<file path="src/rtl/exec_pkg.sv">
// Shared encodings for the execute stage: md_op/ALU codes, forward selects,
// i_ex field offsets and the multiply/divide FSM state.
package exec_pkg;

    typedef enum logic [2:0] {
        MD_NONE  = 3'd0,
        MD_MULT  = 3'd1,
        MD_MULTU = 3'd2,
        MD_DIV   = 3'd3,
        MD_DIVU  = 3'd4,
        MD_MFHI  = 3'd5,
        MD_MFLO  = 3'd6,
        MD_RSVD  = 3'd7
    } md_op_t;

    typedef enum logic [3:0] {
        ALU_SLL  = 4'd0,
        ALU_SRL  = 4'd1,
        ALU_SRA  = 4'd2,
        ALU_ADD  = 4'd3,
        ALU_SUB  = 4'd4,
        ALU_AND  = 4'd5,
        ALU_OR   = 4'd6,
        ALU_XOR  = 4'd7,
        ALU_NOR  = 4'd8,
        ALU_SLT  = 4'd9,
        ALU_SLTU = 4'd10,
        ALU_LUI  = 4'd11
    } alu_op_t;

    localparam logic [1:0] FWD_REG = 2'b00;
    localparam logic [1:0] FWD_ALU = 2'b01;
    localparam logic [1:0] FWD_WB  = 2'b10;

    // i_ex = {md_op[2:0], alu_control[3:0], b_i, s_u, shamt}
    localparam int unsigned EX_SHAMT_BIT = 0;
    localparam int unsigned EX_SU_BIT    = 1;
    localparam int unsigned EX_BI_BIT    = 2;
    localparam int unsigned EX_ALU_LSB   = 3;
    localparam int unsigned EX_MD_LSB    = 7;

    typedef enum logic {
        ST_IDLE = 1'b0,
        ST_BUSY = 1'b1
    } md_state_t;

endpackage

</file>
<file path="src/rtl/execution_muldiv_muldiv_unit.sv">
// Iterative multiply/divide unit owning HI/LO: shift-add multiplier and,
// when EXEC_DIV_EN is defined, a restoring divider; NB_REG cycles per op.
module muldiv_unit
    import exec_pkg::*;
#(
    parameter int unsigned NB_REG = 32
) (
    input  logic              clock,
    input  logic              reset,
    input  logic              start,
    input  logic [2:0]        op,
    input  logic [NB_REG-1:0] a,
    input  logic [NB_REG-1:0] b,
    output logic              busy,
    output logic [NB_REG-1:0] hi,
    output logic [NB_REG-1:0] lo
);
    localparam int unsigned NB_CNT = $clog2(NB_REG);

    md_state_t           state, state_next;
    logic [NB_CNT-1:0]   cnt;
    logic [2*NB_REG-1:0] acc, acc_step, prod_fix;
    logic [NB_REG-1:0]   opd, addend, a_mag, b_mag, hi_res, lo_res;
    logic [NB_REG:0]     sum;
    logic                is_signed, a_neg, b_neg, go, neg_lo;
`ifdef EXEC_DIV_EN
    logic                div_sel, is_div, neg_hi, div_zero;
    logic [NB_REG-1:0]   dividend;
    logic [NB_REG:0]     trial;
    assign div_sel = (op == MD_DIV) || (op == MD_DIVU);
    assign go      = start && (op inside {MD_MULT, MD_MULTU, MD_DIV, MD_DIVU});
`else
    assign go      = start && (op inside {MD_MULT, MD_MULTU});
`endif

    assign is_signed = (op == MD_MULT) || (op == MD_DIV);
    assign a_neg     = is_signed & a[NB_REG-1];
    assign b_neg     = is_signed & b[NB_REG-1];
    assign a_mag     = a_neg ? -a : a;
    assign b_mag     = b_neg ? -b : b;
    assign busy      = (state == ST_BUSY);

    always_ff @(posedge clock) begin
        if (reset) state <= ST_IDLE;
        else       state <= state_next;
    end

    always_comb begin
        state_next = state;
        case (state)
            ST_IDLE: if (go) state_next = ST_BUSY;
            ST_BUSY: if (cnt == '0) state_next = ST_IDLE;
            default: state_next = ST_IDLE;
        endcase
    end

    // acc holds {partial, multiplier} for MUL and {remainder, dividend} for DIV
    always_comb begin
        addend   = acc[0] ? opd : '0;
        sum      = {1'b0, acc[2*NB_REG-1:NB_REG]} + {1'b0, addend};
        acc_step = {sum, acc[NB_REG-1:1]};
`ifdef EXEC_DIV_EN
        trial = {acc[2*NB_REG-1:NB_REG], acc[NB_REG-1]} - {1'b0, opd};
        if (is_div) begin
            if (!trial[NB_REG]) acc_step = {trial[NB_REG-1:0], acc[NB_REG-2:0], 1'b1};
            else                acc_step = {acc[2*NB_REG-2:0], 1'b0};
        end
`endif
    end

    always_comb begin
        prod_fix = neg_lo ? -acc_step : acc_step;
        hi_res   = prod_fix[2*NB_REG-1:NB_REG];
        lo_res   = prod_fix[NB_REG-1:0];
`ifdef EXEC_DIV_EN
        if (is_div) begin
            if (div_zero) begin
                hi_res = dividend;
                lo_res = '1;
            end else begin
                lo_res = neg_lo ? -acc_step[NB_REG-1:0] : acc_step[NB_REG-1:0];
                hi_res = neg_hi ? -acc_step[2*NB_REG-1:NB_REG] : acc_step[2*NB_REG-1:NB_REG];
            end
        end
`endif
    end

    always_ff @(posedge clock) begin
        if (reset) begin
            cnt    <= '0;
            acc    <= '0;
            opd    <= '0;
            neg_lo <= 1'b0;
            hi     <= '0;
            lo     <= '0;
`ifdef EXEC_DIV_EN
            is_div   <= 1'b0;
            neg_hi   <= 1'b0;
            div_zero <= 1'b0;
            dividend <= '0;
`endif
        end else if (state == ST_IDLE && go) begin
            cnt    <= NB_CNT'(NB_REG - 1);
            neg_lo <= a_neg ^ b_neg;
            acc    <= {{NB_REG{1'b0}}, b_mag};
            opd    <= a_mag;
`ifdef EXEC_DIV_EN
            is_div   <= div_sel;
            neg_hi   <= a_neg;
            div_zero <= (b == '0);
            dividend <= a;
            if (div_sel) begin
                acc <= {{NB_REG{1'b0}}, a_mag};
                opd <= b_mag;
            end
`endif
        end else if (state == ST_BUSY) begin
            cnt <= cnt - NB_CNT'(1);
            acc <= acc_step;
            if (cnt == '0) begin
                hi <= hi_res;
                lo <= lo_res;
            end
        end
    end

endmodule

</file>
<file path="src/rtl/execution_muldiv.sv">
// MIPS execute stage: forwarding, single-cycle ALU into EX/MEM, and an iterative
// mul/div unit that stalls upstream. Divider present only with EXEC_DIV_EN.
module execution_muldiv
    import exec_pkg::*;
#(
    parameter int unsigned NB_REG   = 32,
    parameter int unsigned NB_INM   = 16,
    parameter int unsigned NB_SHAMT = 5,
    parameter int unsigned NB_EX    = 10,
    parameter int unsigned NB_MEM   = 5,
    parameter int unsigned NB_WB    = 8
) (
    input  logic                i_clock,
    input  logic                i_reset,
    input  logic                i_valid,
    input  logic [NB_REG-1:0]   i_a,
    input  logic [NB_REG-1:0]   i_b,
    input  logic [NB_INM-1:0]   i_inm,
    input  logic [NB_SHAMT-1:0] i_shamt,
    input  logic [NB_EX-1:0]    i_ex,
    input  logic [NB_MEM-1:0]   i_mem,
    input  logic [NB_WB-1:0]    i_wb,
    input  logic [NB_REG-1:0]   i_pc,
    input  logic [1:0]          i_fwd_a,
    input  logic [1:0]          i_fwd_b,
    input  logic [NB_REG-1:0]   i_wb_data,
    output logic [NB_REG-1:0]   o_alu,
    output logic [NB_REG-1:0]   o_b,
    output logic [NB_REG-1:0]   o_pc,
    output logic [NB_MEM-1:0]   o_mem,
    output logic [NB_WB-1:0]    o_wb,
    output logic                o_stall
);
    localparam int unsigned NB_SH = $clog2(NB_REG);

    logic [2:0]        md_op;
    logic [3:0]        alu_ctl;
    logic              use_imm, imm_unsigned, use_shamt, busy;
    logic [NB_REG-1:0] fwd_a, store_data, ext_inm, op_a, op_b, alu_result, hi, lo;

    assign md_op        = i_ex[EX_MD_LSB +: 3];
    assign alu_ctl      = i_ex[EX_ALU_LSB +: 4];
    assign use_imm      = i_ex[EX_BI_BIT];
    assign imm_unsigned = i_ex[EX_SU_BIT];
    assign use_shamt    = i_ex[EX_SHAMT_BIT];

    always_comb begin
        case (i_fwd_a)
            FWD_ALU: fwd_a = o_alu;
            FWD_WB:  fwd_a = i_wb_data;
            default: fwd_a = i_a;
        endcase
        case (i_fwd_b)
            FWD_ALU: store_data = o_alu;
            FWD_WB:  store_data = i_wb_data;
            default: store_data = i_b;
        endcase
    end

    assign ext_inm = imm_unsigned ? {{(NB_REG-NB_INM){1'b0}}, i_inm}
                                  : {{(NB_REG-NB_INM){i_inm[NB_INM-1]}}, i_inm};
    assign op_a    = use_shamt ? {{(NB_REG-NB_SHAMT){1'b0}}, i_shamt} : fwd_a;
    assign op_b    = use_imm ? ext_inm : store_data;

    always_comb begin
        alu_result = '0;
        case (alu_ctl)
            ALU_SLL:  alu_result = op_b << op_a[NB_SH-1:0];
            ALU_SRL:  alu_result = op_b >> op_a[NB_SH-1:0];
            ALU_SRA:  alu_result = $unsigned($signed(op_b) >>> op_a[NB_SH-1:0]);
            ALU_ADD:  alu_result = op_a + op_b;
            ALU_SUB:  alu_result = op_a - op_b;
            ALU_AND:  alu_result = op_a & op_b;
            ALU_OR:   alu_result = op_a | op_b;
            ALU_XOR:  alu_result = op_a ^ op_b;
            ALU_NOR:  alu_result = ~(op_a | op_b);
            ALU_SLT:  alu_result = {{(NB_REG-1){1'b0}}, $signed(op_a) < $signed(op_b)};
            ALU_SLTU: alu_result = {{(NB_REG-1){1'b0}}, op_a < op_b};
            ALU_LUI:  alu_result = op_b << NB_INM;
            default:  alu_result = '0;
        endcase
    end

    // Mul/div operands come from the forwarded registers, not the shamt/immediate path
    muldiv_unit #(.NB_REG(NB_REG)) u_muldiv (
        .clock (i_clock),
        .reset (i_reset),
        .start (i_valid & ~busy),
        .op    (md_op),
        .a     (fwd_a),
        .b     (store_data),
        .busy  (busy),
        .hi    (hi),
        .lo    (lo)
    );

    assign o_stall = busy;

    always_ff @(posedge i_clock) begin
        if (i_reset) begin
            o_alu <= '0;
            o_b   <= '0;
            o_pc  <= '0;
            o_mem <= '0;
            o_wb  <= '0;
        end else if (busy) begin
            o_mem <= '0;
            o_wb  <= '0;
        end else if (i_valid) begin
            o_alu <= (md_op == MD_MFHI) ? hi : (md_op == MD_MFLO) ? lo : alu_result;
            o_b   <= store_data;
            o_pc  <= i_pc;
            o_mem <= i_mem;
            o_wb  <= i_wb;
        end
    end

endmodule
</file>
<file path="config.mk">
export PLATFORM = sky130hd
export DESIGN_NAME = execution_muldiv
export DESIGN_NICKNAME = d
export VERILOG_FILES = /design/src/rtl/exec_pkg.sv /design/src/rtl/execution_muldiv_muldiv_unit.sv /design/src/rtl/execution_muldiv.sv
export SDC_FILE = /design/constraint.sdc
export NUM_CORES = 1
export LEC_CHECK = 0
export ABC_AREA = 1
export CAP_MARGIN = 0
export CELL_PAD_IN_SITES_DETAIL_PLACEMENT = 2
export CELL_PAD_IN_SITES_GLOBAL_PLACEMENT = 2
export CORE_MARGIN = 2
export CORE_UTILIZATION = 31
export DETAILED_ROUTE_END_ITERATION = 10
export PLACE_DENSITY = 0.88
export SLEW_MARGIN = 5
export SYNTH_ARGS = -nofsm -noshare
export SYNTH_HDL_FRONTEND = slang
export SYNTH_SLANG_ARGS = --single-unit
</file>
<file path="constraint.sdc">
create_clock -name i_clock -period 5.35 [get_ports i_clock]
set_input_delay 0.535 -clock i_clock [delete_from_list [all_inputs] [get_ports i_clock]]
set_output_delay 0.535 -clock i_clock [all_outputs]
set_load 0.01 [all_outputs]
</file>
==> metrics.txt <==
outcome=finished, final reports clean; drt via density=a little over 6; most frequent cells in the layout=nand2_1 (1,386), inv_1 (545), nand3_1 (485); Async S/R FF share, synth=0%; unrepaired setup endpoints after global routing=false; Starting Density=a little under a third; clk slew on worst S/H paths=around 0.070 ns; final worst-path cycle share=98.5%; Top Usage Layer GRT=met2; Post-Synthesis Cells=~4,800; Pre-Repair DR Iteration Count=8; Psw=4330 µW; Post-Syn Area=approximately 28,000 µm²; biggest cell delay along the critical path=0.62 ns; gr usage total=a little over two fifths; Final Instance Count excl. Fillers=roughly 6,400; Worst EP required=just under 6 ns; Peak supply drop=approximately 280 µV; core area=89,700 µm²; Placement Rows=110; Area Overhead vs Synth=23.5%; endpoints failing setup=0; CP dominant cell by count=nand2_1; sequential area share after synthesis=19.8%; HPWL Detailed=about 150,000 µm; Routed WL=206,000 µm; Routed Antenna Nets=0; Syn. warnings=0; Slew @ Worst Pin=~1.1 ns; Sink Count=~280; Clock Latency Late Sink=~0.6 ns; pin count of the biggest net entering global routing=98; dpl cells=roughly 6,300; cts bufs inserted=34; CTS H-tree depth=2; top_reg_cell synth=dfxtp_1; global-route wire length before repair=approximately 290,000 µm; clock power share=approximately 28%; GRT met2 Usage=69.0%; Max clock buf depth=3; fraction of layout cells with a size suffix above 1=under 10%; die area=92,600 µm²; skew final=about 0.062 ns; Placed Instance Area=around 33,000 µm²; CTS tree=built; final net count=roughly 5,500; sequential power share=25.6%; initial antenna violation count=14; Pint=4810 µW; Hold Buf Count CTS=0; count of cell types in the netlist=between 60 and 70; vias in the first global route=between 40,000 and 50,000; Combinational Power Share=around 47%; Net Count, Synth=5,173; met3 Use GR=8.51%; Detailed Route Iter0 Violations=about 4,200; hold_ws=between 0.3 and 0.4 ns; average cell area after synthesis=between 5 and 6 µm²; most common cell after layout, fill and taps aside=nand2_1; Rel. slew slack=26.3%; Hold Vio Cnt, Final=0; Die X=roughly 300 µm; drc violations=0; CTS root buffer=clkbuf_16; GR met1 Demand/Resource=approximately 50%; vias=~39,000; Slowest cell on crit path=clkdlybuf4s50_1; Port Buffers=around 290; sw frac=between 40 and 50%; Tmin final=approximately 5.3 ns; RD Place Congestion=1.09; fmax=190 MHz; register bit total from synthesis=276; grt total ovfl=0; postcts setup bufs=0; startpoint types=primary input; EDFF count, synth=0; Slew Limit Fails=0; Worst setup EP type=register; drt wl/cell=approximately 32 µm; power density cells=approximately 260 nW/µm²; setup_tns=0 ns; Die Ht=approximately 300 µm; Worst EP arrival=slightly below 6 ns; maximum fanout along the worst path=30; IO Pins=between 200 and 300; MaxCap Viol Count=0; critical path class=in2reg; post-route cell area=around 35,000 µm²; worst min-delay path category=in2reg; Leakage=around 0.017 µW
==> final cells by class <==
type,count,area (µm²)
clock buffer,41,907
tap,1176,1470
multi-input combinational,3757,19300
antenna,3,7.51
inverter,566,2130
fill,11200,55200
sequential,276,5530
clock inverter,15,206
timing repair buffer,559,5010
==> registers in the layout (all words and copies together) (netlist names) <==
register and cells:
u_muldiv.hi 32, o_b 32, u_muldiv.neg_lo 1, u_muldiv.cnt 5, o_wb 8, u_muldiv.lo 32
o_mem 5, o_pc 32, o_alu 32, u_muldiv.acc 64, u_muldiv.opd 32, u_muldiv.busy 1
==> worst max-delay path: cells and delay by family <==
kind / cells / cell delay [ns]
and+or+nand+nor: 13 / 1.94
buffers and inverters: 8 / 1.65
adders and majority gates: 2 / 0.87
AOI/OAI and AO/OA: 4 / 0.76
==> logic make-up after synthesis <==
logic type	count (synthesis)	synth area share, %
and+or+nand+nor	2525	38.5
AOI/OAI and AO/OA	981	20.0
buffers and inverters	808	11.6
adders and majority gates	153	6.93
xor gates and xnor gates	98	3.23
DFF	276	19.8
==> synthesized netlist by cell type (19+ instances only) <==
cell type	n	area share, %
o211ai_1	48	1.3
clkbuf_1	147	2.0
a221o_1	22	0.79
o21ai_0	361	6.5
nand2_2	25	0.56
xor2_1	66	2.1
a21oi_1	369	6.6
xnor2_1	26	0.81
inv_1	546	7.3
o21ai_1	41	0.73
ha_1	150	6.7
or2_2	34	0.76
nor2_1	412	5.5
buf_1	19	0.26
a221oi_1	19	0.60
nor3_1	45	0.81
nand2_1	1390	19
nand3_1	489	8.8
dfxtp_1	276	20
buf_2	51	0.91
nand4_1	49	1.1
==> path summary, 6_finish.rpt <==
kind	slack (ns)	end	depth (start not counted)	start
worst max-delay path	0.08	o_alu[31]	27	i_fwd_b[0]
worst max register to register	0.61	o_alu[14]	22	o_alu[13]
worst min-delay path	0.37	u_muldiv.acc[16]	2	i_reset
worst min register to register	0.47	u_muldiv.opd[11]	2	u_muldiv.opd[11]
==> per-layer routing <==
metal	up-vias	routed length, µm	part of all wire [%]
met5	-	81	0.039
met4	14	19600	9.5
met3	774	17100	8.3
met2	2186	91300	44
met1	19500	78100	38
li1	16500	-	-
==> power by group through the flow <==
stage	sequential (µW)	clock, µW	combinational, µW
2_1_floorplan	2320	0	2040
3_5_place_dp	2350	0	3990
4_1_cts	2320	2510	4110
6_report	2340	2520	4290
3_3_place_gp	2340	0	3860
5_1_grt	2330	2560	4470
==> per-stage QoR <==
stage	utilization (%)	power, µW	setup slack, ns
after floorplan	-	4360	1.40
after global placement	37.2	6200	-0.576
after CTS	38.5	8950	0.0633
after detailed placement	37.2	6350	-0.572
final	38.5	9140	0.0820
after global routing	38.5	9370	0.00577
==> timing repair <==
action / CTS / global route
pin swaps: 0 / 1
resized for setup: 1 / 12
endpoints found under the setup margin: 1 / 16
No activity file was read; power rests on OpenSTA's default activity.
